==> config.mk <==
export PLATFORM = sky130hd
export DESIGN_NAME = vga_sync_decoder
export DESIGN_NICKNAME = d
export VERILOG_FILES = /design/src/rtl/vga_sync_decoder_pkg.sv /design/src/rtl/vga_edge_sync.sv /design/src/rtl/vga_sync_decoder.sv
export SDC_FILE = /design/constraint.sdc
export NUM_CORES = 1
export LEC_CHECK = 0
export ABC_AREA = 1
export CORE_MARGIN = 2
export CORE_UTILIZATION = 40
export DETAILED_ROUTE_END_ITERATION = 8
export HOLD_SLACK_MARGIN = 0.06
export PLACE_DENSITY_LB_ADDON = 0.25
export SLEW_MARGIN = 20
export SYNTH_ARGS = -nofsm -noshare
export SYNTH_HDL_FRONTEND = slang
export SYNTH_SLANG_ARGS = --single-unit
==> constraint.sdc <==
create_clock -name clk_25m -period 2.8 [get_ports clk_25m]
set_input_delay 0.56 -clock clk_25m [delete_from_list [all_inputs] [get_ports clk_25m]]
set_output_delay 0.56 -clock clk_25m [all_outputs]
set_load 0.01 [all_outputs]
==> src/rtl/vga_sync_decoder_pkg.sv <==
// Shared definitions for the 640x480@60 video path: timing constants used by
// both the timing generator and the receive-side decoder, the decoder FSM
// encoding and the coordinate width.
package vga_sync_decoder_pkg;

    // Coordinate / measurement width used on every counter and output.
    localparam int COORD_W = 12;

    typedef logic [COORD_W-1:0] coord_t;

    localparam coord_t COORD_MAX = '1;

    // 640x480@60 timing, 25 MHz pixel clock.
    localparam int VGA_H_TOTAL  = 800;
    localparam int VGA_H_SYNC   = 96;
    localparam int VGA_H_BP     = 48;
    localparam int VGA_H_ACTIVE = 640;
    localparam int VGA_V_TOTAL  = 525;
    localparam int VGA_V_SYNC   = 2;
    localparam int VGA_V_BP     = 33;
    localparam int VGA_V_ACTIVE = 480;

    // Consecutive conforming frames needed before the decoder trusts the stream.
    localparam int VGA_LOCK_FRAMES = 2;

    // Slack beyond the nominal line/frame length before a missing sync is
    // declared a timeout.
    localparam int H_TIMEOUT_SLACK = 16;
    localparam int V_TIMEOUT_SLACK = 8;

    // Decoder lock FSM.
    typedef enum logic [1:0] {
        SEARCH = 2'd0,
        TRACK  = 2'd1,
        LOCKED = 2'd2
    } sync_state_t;

    // Increment that sticks at the top of the coordinate range instead of wrapping.
    function automatic coord_t sat_inc(input coord_t value);
        if (value == COORD_MAX) begin
            return value;
        end
        return value + coord_t'(1);
    endfunction

endpackage

==> src/rtl/vga_edge_sync.sv <==
// Two-flop input register with rising-edge detect between the two stages.
// The rise strobe is aligned with the second stage, so anything else that is
// also registered twice stays in step with it.
module vga_edge_sync (
    input  logic clk,
    input  logic rst_n,
    input  logic d,
    output logic rise
);

    logic q1_reg;
    logic q2_reg;

    // Two register stages on the incoming sync level.
    always_ff @(posedge clk or negedge rst_n) begin
        if (!rst_n) begin
            q1_reg <= 1'b0;
            q2_reg <= 1'b0;
        end else begin
            q1_reg <= d;
            q2_reg <= q1_reg;
        end
    end

    assign rise = q1_reg & ~q2_reg;

endmodule

==> src/rtl/vga_sync_decoder.sv <==
// Receive-side VGA timing decoder. Rebuilds row/column coordinates and a
// pixel-valid strobe from an hsync/vsync/RGB stream on the pixel clock,
// measures line and frame lengths, locks after consecutive conforming frames
// and pulses sync_err when a locked stream breaks timing.
module vga_sync_decoder
    import vga_sync_decoder_pkg::*;
#(
    parameter int H_TOTAL     = VGA_H_TOTAL,
    parameter int H_SYNC      = VGA_H_SYNC,
    parameter int H_BP        = VGA_H_BP,
    parameter int H_ACTIVE    = VGA_H_ACTIVE,
    parameter int V_TOTAL     = VGA_V_TOTAL,
    parameter int V_SYNC      = VGA_V_SYNC,
    parameter int V_BP        = VGA_V_BP,
    parameter int V_ACTIVE    = VGA_V_ACTIVE,
    parameter int LOCK_FRAMES = VGA_LOCK_FRAMES,
    parameter int H_SKEW      = 0
) (
    input  logic               clk_25m,
    input  logic               rst_n,
    input  logic               in_hsy,
    input  logic               in_vsy,
    input  logic               in_r,
    input  logic               in_g,
    input  logic               in_b,
    output logic [COORD_W-1:0] row,
    output logic [COORD_W-1:0] colum,
    output logic               pix_valid,
    output logic               pix_r,
    output logic               pix_g,
    output logic               pix_b,
    output logic               line_start,
    output logic               frame_start,
    output logic               locked,
    output logic               sync_err,
    output logic [COORD_W-1:0] h_meas,
    output logic [COORD_W-1:0] v_meas
);

    // Window edges and timeout points, in counter units.
    localparam coord_t H_TOTAL_C   = coord_t'(H_TOTAL);
    localparam coord_t H_START_C   = coord_t'(H_SYNC + H_BP + H_SKEW);
    localparam coord_t H_END_C     = coord_t'(H_SYNC + H_BP + H_SKEW + H_ACTIVE);
    localparam coord_t H_TIMEOUT_C = coord_t'(H_TOTAL + H_TIMEOUT_SLACK);
    localparam coord_t V_TOTAL_C   = coord_t'(V_TOTAL);
    localparam coord_t V_START_C   = coord_t'(V_SYNC + V_BP);
    localparam coord_t V_END_C     = coord_t'(V_SYNC + V_BP + V_ACTIVE);
    localparam coord_t V_TIMEOUT_C = coord_t'(V_TOTAL + V_TIMEOUT_SLACK);
    localparam logic [3:0] LOCK_C  = 4'(LOCK_FRAMES);

    genvar gi;

    // ------------------------------------------------------------------
    // Input stage: syncs through edge detectors, colour through two flops
    // so that colour, hcnt and the rise strobes all refer to the same pixel.
    // ------------------------------------------------------------------
    logic [1:0] sync_in;
    logic [1:0] sync_rise;
    logic       hrise;
    logic       vrise;

    assign sync_in = {in_vsy, in_hsy};

    generate
        for (gi = 0; gi < 2; gi++) begin : g_sync
            vga_edge_sync u_sync (
                .clk   (clk_25m),
                .rst_n (rst_n),
                .d     (sync_in[gi]),
                .rise  (sync_rise[gi])
            );
        end
    endgenerate

    assign hrise = sync_rise[0];
    assign vrise = sync_rise[1];

    logic [2:0] rgb_q1_reg;
    logic [2:0] rgb_q2_reg;

    // Colour delay line, matched to the sync edge detectors.
    always_ff @(posedge clk_25m or negedge rst_n) begin
        if (!rst_n) begin
            rgb_q1_reg <= 3'b000;
            rgb_q2_reg <= 3'b000;
        end else begin
            rgb_q1_reg <= {in_r, in_g, in_b};
            rgb_q2_reg <= rgb_q1_reg;
        end
    end

    // ------------------------------------------------------------------
    // Line / frame counters and measurements
    // ------------------------------------------------------------------
    coord_t hcnt_reg, hcnt_next;
    coord_t vcnt_reg, vcnt_next;
    coord_t h_meas_reg, h_meas_next;
    coord_t v_meas_reg, v_meas_next;
    logic   vpend_reg, vpend_next;
    logic   v_to_done_reg, v_to_done_next;

    logic   origin;
    coord_t h_len;
    coord_t v_len;
    logic   h_bad;
    logic   h_timeout;
    logic   line_err;
    logic   frame_bad;
    logic   v_timeout;
    logic   frame_evt_err;

    // A vsync rise only marks a frame once the next line begins; if it lands
    // on the same cycle as hsync, that very line becomes line 0.
    assign origin = hrise & (vpend_reg | vrise);

    // Lengths as they would be recorded on this cycle's hrise / origin.
    assign h_len = sat_inc(hcnt_reg);
    assign v_len = sat_inc(vcnt_reg);

    // hcnt passes the timeout value exactly once between hrises (it only
    // counts up or saturates far above), so equality gives a single pulse.
    assign h_bad     = hrise & (h_len != H_TOTAL_C);
    assign h_timeout = ~hrise & (hcnt_reg == H_TIMEOUT_C);
    assign line_err  = h_bad | h_timeout;

    // vcnt can sit at the timeout value for a whole line, so a flag keeps the
    // frame timeout to one pulse until the next frame origin.
    assign frame_bad     = origin & (v_len != V_TOTAL_C);
    assign v_timeout     = ~v_to_done_reg & (vcnt_reg == V_TIMEOUT_C);
    assign frame_evt_err = frame_bad | v_timeout;

    // Next-state logic for counters, pending-vsync flag and measurements.
    always_comb begin
        hcnt_next      = hcnt_reg;
        vcnt_next      = vcnt_reg;
        h_meas_next    = h_meas_reg;
        v_meas_next    = v_meas_reg;
        vpend_next     = vpend_reg;
        v_to_done_next = v_to_done_reg;

        if (hrise) begin
            hcnt_next   = '0;
            h_meas_next = h_len;
        end else begin
            hcnt_next = sat_inc(hcnt_reg);
        end

        if (origin) begin
            vcnt_next      = '0;
            v_meas_next    = v_len;
            vpend_next     = 1'b0;
            v_to_done_next = 1'b0;
        end else begin
            if (hrise) begin
                vcnt_next = sat_inc(vcnt_reg);
            end
            if (vrise) begin
                vpend_next = 1'b1;
            end
            if (v_timeout) begin
                v_to_done_next = 1'b1;
            end
        end
    end

    // Counter and measurement registers.
    always_ff @(posedge clk_25m or negedge rst_n) begin
        if (!rst_n) begin
            hcnt_reg      <= '0;
            vcnt_reg      <= '0;
            h_meas_reg    <= '0;
            v_meas_reg    <= '0;
            vpend_reg     <= 1'b0;
            v_to_done_reg <= 1'b0;
        end else begin
            hcnt_reg      <= hcnt_next;
            vcnt_reg      <= vcnt_next;
            h_meas_reg    <= h_meas_next;
            v_meas_reg    <= v_meas_next;
            vpend_reg     <= vpend_next;
            v_to_done_reg <= v_to_done_next;
        end
    end

    // ------------------------------------------------------------------
    // Lock FSM
    // ------------------------------------------------------------------
    sync_state_t state_reg, state_next;
    logic [2:0]  goodcnt_reg, goodcnt_next;
    logic        frame_err_reg, frame_err_next;
    logic        err_pulse;
    logic [3:0]  goodcnt_inc;

    assign goodcnt_inc = {1'b0, goodcnt_reg} + 4'd1;

    // Lock state register.
    always_ff @(posedge clk_25m or negedge rst_n) begin
        if (!rst_n) begin
            state_reg     <= SEARCH;
            goodcnt_reg   <= 3'd0;
            frame_err_reg <= 1'b0;
        end else begin
            state_reg     <= state_next;
            goodcnt_reg   <= goodcnt_next;
            frame_err_reg <= frame_err_next;
        end
    end

    // Lock transitions; errors while tracking only restart the good-frame
    // count, errors while locked are reported and drop back to searching.
    always_comb begin
        state_next     = state_reg;
        goodcnt_next   = goodcnt_reg;
        frame_err_next = frame_err_reg;
        err_pulse      = 1'b0;

        case (state_reg)
            SEARCH: begin
                if (origin) begin
                    state_next     = TRACK;
                    goodcnt_next   = 3'd0;
                    frame_err_next = 1'b0;
                end
            end

            TRACK: begin
                if (line_err | v_timeout) begin
                    frame_err_next = 1'b1;
                end
                if (origin) begin
                    frame_err_next = 1'b0;
                    if (!frame_err_reg && !line_err && !frame_bad) begin
                        goodcnt_next = goodcnt_inc[2:0];
                        if (goodcnt_inc >= LOCK_C) begin
                            state_next = LOCKED;
                        end
                    end else begin
                        goodcnt_next = 3'd0;
                    end
                end
            end

            LOCKED: begin
                if (line_err | frame_evt_err) begin
                    err_pulse      = 1'b1;
                    state_next     = SEARCH;
                    goodcnt_next   = 3'd0;
                    frame_err_next = 1'b0;
                end
            end

            default: begin
                state_next     = SEARCH;
                goodcnt_next   = 3'd0;
                frame_err_next = 1'b0;
            end
        endcase
    end

    // ------------------------------------------------------------------
    // Output stage
    // ------------------------------------------------------------------
    logic   locked_reg;
    logic   line_start_reg;
    logic   frame_start_reg;
    logic   sync_err_reg;
    logic   pix_valid_reg;
    coord_t row_reg;
    coord_t colum_reg;
    logic [2:0] pix_rgb_reg;

    logic h_in_win;
    logic v_in_win;
    logic in_win;

    assign h_in_win = (hcnt_reg >= H_START_C) && (hcnt_reg < H_END_C);
    assign v_in_win = (vcnt_reg >= V_START_C) && (vcnt_reg < V_END_C);
    assign in_win   = h_in_win & v_in_win & locked_reg;

    // Strobes and lock flag; lock drops on the same edge as sync_err.
    always_ff @(posedge clk_25m or negedge rst_n) begin
        if (!rst_n) begin
            locked_reg      <= 1'b0;
            line_start_reg  <= 1'b0;
            frame_start_reg <= 1'b0;
            sync_err_reg    <= 1'b0;
        end else begin
            locked_reg      <= (state_next == LOCKED);
            line_start_reg  <= hrise;
            frame_start_reg <= origin;
            sync_err_reg    <= err_pulse;
        end
    end

    // Coordinates and colour: live inside the active window, colour blanked
    // and coordinates held outside it.
    always_ff @(posedge clk_25m or negedge rst_n) begin
        if (!rst_n) begin
            pix_valid_reg <= 1'b0;
            row_reg       <= '0;
            colum_reg     <= '0;
            pix_rgb_reg   <= 3'b000;
        end else begin
            pix_valid_reg <= in_win;
            if (in_win) begin
                row_reg     <= vcnt_reg - V_START_C;
                colum_reg   <= hcnt_reg - H_START_C;
                pix_rgb_reg <= rgb_q2_reg;
            end else begin
                pix_rgb_reg <= 3'b000;
            end
        end
    end

    assign row         = row_reg;
    assign colum       = colum_reg;
    assign pix_valid   = pix_valid_reg;
    assign pix_r       = pix_rgb_reg[2];
    assign pix_g       = pix_rgb_reg[1];
    assign pix_b       = pix_rgb_reg[0];
    assign line_start  = line_start_reg;
    assign frame_start = frame_start_reg;
    assign locked      = locked_reg;
    assign sync_err    = sync_err_reg;
    assign h_meas      = h_meas_reg;
    assign v_meas      = v_meas_reg;

endmodule

# Word-level counts from Yosys, hierarchy flattened
# Index checks and enable logic that the tools add are counted.
[op_classes]
addsub = 5
magnitude_cmp = 5
bitwise_logic = 18
eq_ne = 13
muxes = 37
n_reduce_logical = 13
[ops]
columns = ["operator", "n"]
rows = [
  ["$mux W12", 9],
  ["$add A12 B1 Y12 const B", 2],
  ["$eq A12 B10 Y1 const B", 2],
  ["$eq A12 B12 Y1 const B", 2],
  ["$lt A12 B10 Y1 const B", 2],
  ["$ne A12 B10 Y1 const B", 2],
  ["$mux W1", 15],
  ["$mux W3", 5],
  ["$ge A12 B6 Y1 const B", 1],
  ["$ge A12 B8 Y1 const B", 1],
  ["$sub A12 B6 Y12 const B", 1],
  ["$sub A12 B8 Y12 const B", 1],
  ["$mux W2", 5],
  ["$and A1 B1 Y1", 9],
  ["$pmux W3 S3", 1],
  ["$ne A2 B2 Y1 const B", 3],
  ["$pmux W2 S3", 1],
  ["$reduce_and A3 Y1", 2],
  ["$reduce_bool A2 Y1", 3],
  ["$or A1 B1 Y1", 5],
  ["$add A3 B1 Y4 const B", 1],
  ["$eq A2 B2 Y1 const B", 2],
  ["$ge A4 B2 Y1 const B", 1],
  ["$logic_and A1 B1 Y1", 4],
  ["6 further kinds", 11],
]
[word_totals]
ff_bits = 98
output_inout_bits = 56
word_cells = 114

# Depth between registers and ports, before layout
[depth]
depth_word = 13
mapped_depth = 16
depth_no_buf = 16

# Hierarchy
# Synthesis repeated with hierarchy kept, for this count alone.
[hier_totals]
hier_cells = 567
hier_area_um2 = 4703.3
[modules_own_cells]
columns = ["mod", "area_each_um2", "instances", "seq_area_each_um2", "cells_each"]
rows = [
  ["vga_sync_decoder", 4583.1, 1, 2352.3, 559],
  ["vga_edge_sync", 60.1, 2, 50.0, 4],
]

# Least setup slack after synthesis
# No wires, ideal clock.
[synth_timing]
path_type = "register to register"
from = "register hcnt_reg[0]"
to = "register goodcnt_reg[0]"
n_path_buf = 0
arrival_time_ns = 2.017
slack_ns = 0.709
required_time_ns = 2.726
stages_incl_launch_ff = 15
cell_sequence = "dfrtp_1 -> ha_1 -> nand2_2 -> nor2_4 -> nand3_4 -> inv_2 -> nor2_1 -> nand3_1 -> nor2_2 -> nand3_2 -> a21oi_4 -> nand3_4 -> nand2_4 -> nand2_1 -> o21ai_2"
[synth_between]
elab_chain_cells = 12
word_cells_on_any_way = 19
cone_classes = "1 x add/sub; 4 x eq/ne; 6 x mux; 4 x bitwise; 4 x reduce/logical"
[synth_rtl]
columns = ["item", "line_no", "rtl"]
rows = [
  ["start, declared", "vga_sync_decoder.sv:95", "coord_t hcnt_reg, hcnt_next;"],
  ["start signal, assigned", "vga_sync_decoder.sv:176", "hcnt_reg <= hcnt_next;"],
  ["branches (longest 5 deep; another with $add A12 B1 Y12)", "n/a", ""],
  ["$or A1 B1 Y1 (*)", "vga_sync_decoder.sv:124", "assign line_err = h_bad | h_timeout;"],
  ["$logic_not A1 Y1", "vga_sync_decoder.sv:232", "if (!frame_err_reg && !line_err && !frame_bad) begin"],
  ["$logic_and A1 B1 Y1 (2 in a row)", "vga_sync_decoder.sv:232", ""],
  ["$mux W3", "vga_sync_decoder.sv:232", ""],
  ["$mux W3", "vga_sync_decoder.sv:230", "if (origin) begin"],
  ["$pmux W3 S3", "vga_sync_decoder.sv:217", "case (state_reg)"],
  ["end signal, assigned", "vga_sync_decoder.sv:204", "goodcnt_reg <= goodcnt_next;"],
  ["end, declared", "vga_sync_decoder.sv:189", "logic [2:0] goodcnt_reg, goodcnt_next;"],
]
# Every way passes the cells marked *. The select of a mux whose other input is x is not followed.
# A chain may end at the register's enable or synchronous reset.

# Worst setup path after layout
[layout_timing]
from = "register hcnt_reg[0]"
to = "register goodcnt_reg[2]"
# Same word-level chain as after synthesis.

==> parameters.txt <==
Parameter                              Value

Status
  Run status    finished, violations left
  Failing checks    design-rule violations

Layout
  Leading cell types in the layout, fill and taps excluded    sky130_fd_sc_hd__nand2_1, sky130_fd_sc_hd__dfrtp_1, sky130_fd_sc_hd__inv_1
  Fraction of layout instances using a drive strength above 1    between 10% and 20%
  Fill count    1,101
  Number of antenna repair diodes    0
  Final std cells w/o fill    about 780
  Most frequent standard cell in the layout excluding fill and tap cells    sky130_fd_sc_hd__nand2_1
  Final core utilization    about 50%
  Layout overhead on the synthesized area    21.6%
  Net count, final    between 600 and 700

Critical path
  Crit end category    flip-flop
  Worst reg2reg startpoint    hcnt_reg[0]
  Required time reported for the critical path endpoint    about 3100 ps
  Setup slack, reg-to-reg    between 300 and 400 ps
  Depth of the worst register-to-register path    14
  Capture point of the worst reg-to-reg path    goodcnt_reg[2]
  Crit path kind    flip-flop to flip-flop
  Crit-path max FO    8
  Worst Setup Start Kind    flip-flop
  Worst Path Arrival    2720 ps

Yosys
  Number of storage elements in the synthesis netlist    between 90 and 100
  Syn Area/Cell    roughly 8.4 um2
  Mapped Nets    approximately 580
  Number of distinct standard cells referenced by the synthesized netlist    37
  Total of warnings raised by yosys    0
  Synthesized cell area    4770 um2
  Instance count of the mapped netlist    between 500 and 600
  Share of synthesized area occupied by flip-flops and latches    between 50% and 60%

Clock tree
  Total number of clock tree sinks    between 90 and 100
  Clock slew at reported path FFs    roughly 60 ps
  Deepest level of the CTS H-tree    3
  Number of setup buffers added after CTS    0
  Max Buffers Root-to-Sink    2
  Clock Tree Root    sky130_fd_sc_hd__clkbuf_16
  Hold bufs inserted after CTS    0
  Inserted Clock Buffers    9
  Clock latency of the later-clocked register in the worst-skew pair    between 300 and 400 ps
  TritonCTS clock tree    built
  Post-cts sizing count    0

STA
  Setup Skew    ~4.7 ps
  Unrepaired setup endpoints after global routing    false
  Slew at the pin closest to its max-slew limit    683 ps
  Shortest period the worst path allows    2450 ps
  Endpoints failing hold    0
  Slew HR    54.4%
  Final-layout setup total negative slack    0 ps
  Max-slew violations    0
  Final setup fails    0
  Final critical-path share of the clock period    just under 90%
  Highest Clock Rate    between 400 and 500 MHz

Floorplan
  Die height    around 110 um
  Initial core utilization    between 40% and 50%
  # IOs    between 60 and 70
  Die width    ~110 um
  Area enclosed by the die boundary    about 13,000 um2
  Number of cell rows    39
  Core area    about 12,000 um2

Place
  Gpl congestion    approximately 0.9
  Placed cell count    between 700 and 800
  Number of buffer cells added on primary ports    slightly above 60
  Post-detailed-placement half-perimeter wirelength    roughly 8 mm

Global routing
  Total congestion overflow    0
  Antenna violations before repair    0
  Pin count of the biggest net entering global routing    52
  Vias in the first global route    3,915
  Total GRT Usage    between 10% and 20%
  First-pass GRT wire length    about 19 mm

Power and ir drop
  Switching power as a share of total power    approximately 29%
  Part of the total power dissipated in the clock network    about a third
  Worst voltage drop across the vdd grid    between 200 and 300 uV
  Switching component of the power    roughly 930 uW
  Power per unit of standard cell area    approximately 560 nW/um2
  Total power    3240 uW
  Static leakage    0.00273 uW
  Sequential share of power    between 40% and 50%
  Internal power contribution    ~2300 uW
  Part of the power in combinational logic    ~16%

Drt
  Via density per instance    between 5 and 6
  Wire length after detailed routing    11.3 mm
  First-pass iteration count of the detailed router    9
  Detailed-route via count    between 3,000 and 4,000
  Routed length per instance    about 15 um
  Count of nets left with antenna violations after detail routing    0
  DRC errors left    4
  DRC violation total after the first TritonRoute iteration    330

Min path
  Worst min-delay path category    input port to async pin

Job
  Maximum Capacitance Violations    0
## how the worst max path moves through the flow
stage / from / end / slack [ps]
after floorplan: hcnt_reg[0] / goodcnt_reg[0] / 710
after global placement: hcnt_reg[0] / goodcnt_reg[1] / 510
after detailed placement: hcnt_reg[0] / goodcnt_reg[2] / 400
after CTS: hcnt_reg[0] / goodcnt_reg[2] / 360
after global routing: vcnt_reg[1] / state_reg[0] / 140
final: hcnt_reg[0] / goodcnt_reg[2] / 350
## Yosys cell counts
cell / n / area (um2)
sky130_fd_sc_hd__a21oi_2: 3 / 26.3
sky130_fd_sc_hd__nor2_1: 52 / 195
sky130_fd_sc_hd__o21bai_1: 2 / 15.0
sky130_fd_sc_hd__o21a_1: 1 / 7.51
sky130_fd_sc_hd__nand4_1: 13 / 81.3
sky130_fd_sc_hd__or2_1: 1 / 6.26
sky130_fd_sc_hd__nand3_2: 6 / 60.1
sky130_fd_sc_hd__nand3_4: 2 / 35.0
sky130_fd_sc_hd__o2111ai_1: 1 / 8.76
sky130_fd_sc_hd__inv_1: 63 / 236
sky130_fd_sc_hd__o21ai_2: 3 / 26.3
sky130_fd_sc_hd__dfrtp_1: 98 / 2450
sky130_fd_sc_hd__ha_1: 9 / 113
sky130_fd_sc_hd__nor2_2: 13 / 81.3
sky130_fd_sc_hd__o31ai_1: 1 / 7.51
sky130_fd_sc_hd__clkbuf_1: 12 / 45.0
sky130_fd_sc_hd__o21ai_1: 2 / 10.0
sky130_fd_sc_hd__nand3_1: 33 / 165
sky130_fd_sc_hd__clkinv_1: 1 / 3.75
sky130_fd_sc_hd__nor4_1: 1 / 6.26
sky130_fd_sc_hd__a31oi_1: 3 / 18.8
sky130_fd_sc_hd__buf_2: 1 / 5.00
sky130_fd_sc_hd__a21oi_4: 1 / 16.3
sky130_fd_sc_hd__xor2_1: 9 / 78.8
sky130_fd_sc_hd__nand2_1: 139 / 522
sky130_fd_sc_hd__o22ai_1: 11 / 68.8
sky130_fd_sc_hd__buf_4: 2 / 15.0
sky130_fd_sc_hd__nor3_1: 3 / 15.0
sky130_fd_sc_hd__nor2_4: 3 / 33.8
sky130_fd_sc_hd__buf_6: 1 / 11.3
sky130_fd_sc_hd__a21oi_1: 10 / 50.1
sky130_fd_sc_hd__nand2_2: 10 / 62.6
sky130_fd_sc_hd__a221oi_1: 1 / 8.76
sky130_fd_sc_hd__nand2_4: 1 / 11.3
sky130_fd_sc_hd__a21boi_0: 1 / 7.51
sky130_fd_sc_hd__o21ai_0: 49 / 245
sky130_fd_sc_hd__inv_2: 4 / 15.0
## power groups by stage
stage,Sequential (uW),Combinational (uW),Clock [uW]
3_5_place_dp,1620,513,0
2_1_floorplan,1630,289,0
5_1_grt,1610,574,1210
3_3_place_gp,1620,510,0
4_1_cts,1600,524,1150
6_report,1600,517,1120
## layout make-up
type / instances / area, um2 / area share [%]
Clock buffer: 10 / 229 / 3.95
Clock inverter: 5 / 31.3 / 0.539
Inverter: 68 / 255 / 4.40
Multi-Input combinational cell: 384 / 1980 / 34.2
Sequential cell: 98 / 2450 / 42.3
Tap cell: 143 / 179 / 3.09
Timing Repair Buffer: 67 / 668 / 11.5
## worst max-delay path, cell delays in order, from the launching register on
cell,delay (ps)
sky130_fd_sc_hd__dfrtp_1,480
sky130_fd_sc_hd__ha_1,310
sky130_fd_sc_hd__nand2_2,110
sky130_fd_sc_hd__nor2_4,50
sky130_fd_sc_hd__nand3_4,120
sky130_fd_sc_hd__inv_2,90
sky130_fd_sc_hd__nor2_1,230
sky130_fd_sc_hd__nand3_2,100
sky130_fd_sc_hd__nor2_2,120
sky130_fd_sc_hd__nand3_2,100
sky130_fd_sc_hd__a21oi_4,260
sky130_fd_sc_hd__nand3_4,120
sky130_fd_sc_hd__nand2_4,130
sky130_fd_sc_hd__nand2_1,90
sky130_fd_sc_hd__o21ai_2,70
## metal layers
metal  part of all wire [%]  routed length (um)  track usage (%)  vias up
met2                     45                5090             28.1       93
li1                       -                   -                -     1942
met4                    1.3                 146             5.85        0
met5                      0                   0                0        -
met3                    4.1                 469             3.16       13
met1                     50                5630             27.3     1938
## cells by family after synthesis
family	count (synthesis)	share of synthesized area, %
xor gates and xnor gates	9	1.65
buffers and inverters	84	6.96
AOI/OAI and AO/OA	89	10.8
adders and majority gates	9	2.36
and+or+nand+nor	277	26.7
DFF	98	51.4
## through the flow
step	cell area [um2]	hold WS (ps)	setup WS [ps]
detailed placement	5540	340	399
global placement	5540	334	510
global route	5800	307	141
CTS	5800	286	357
floorplan	4770	264	709
finish	5800	255	348
No activity file was read; power rests on OpenSTA's default activity.
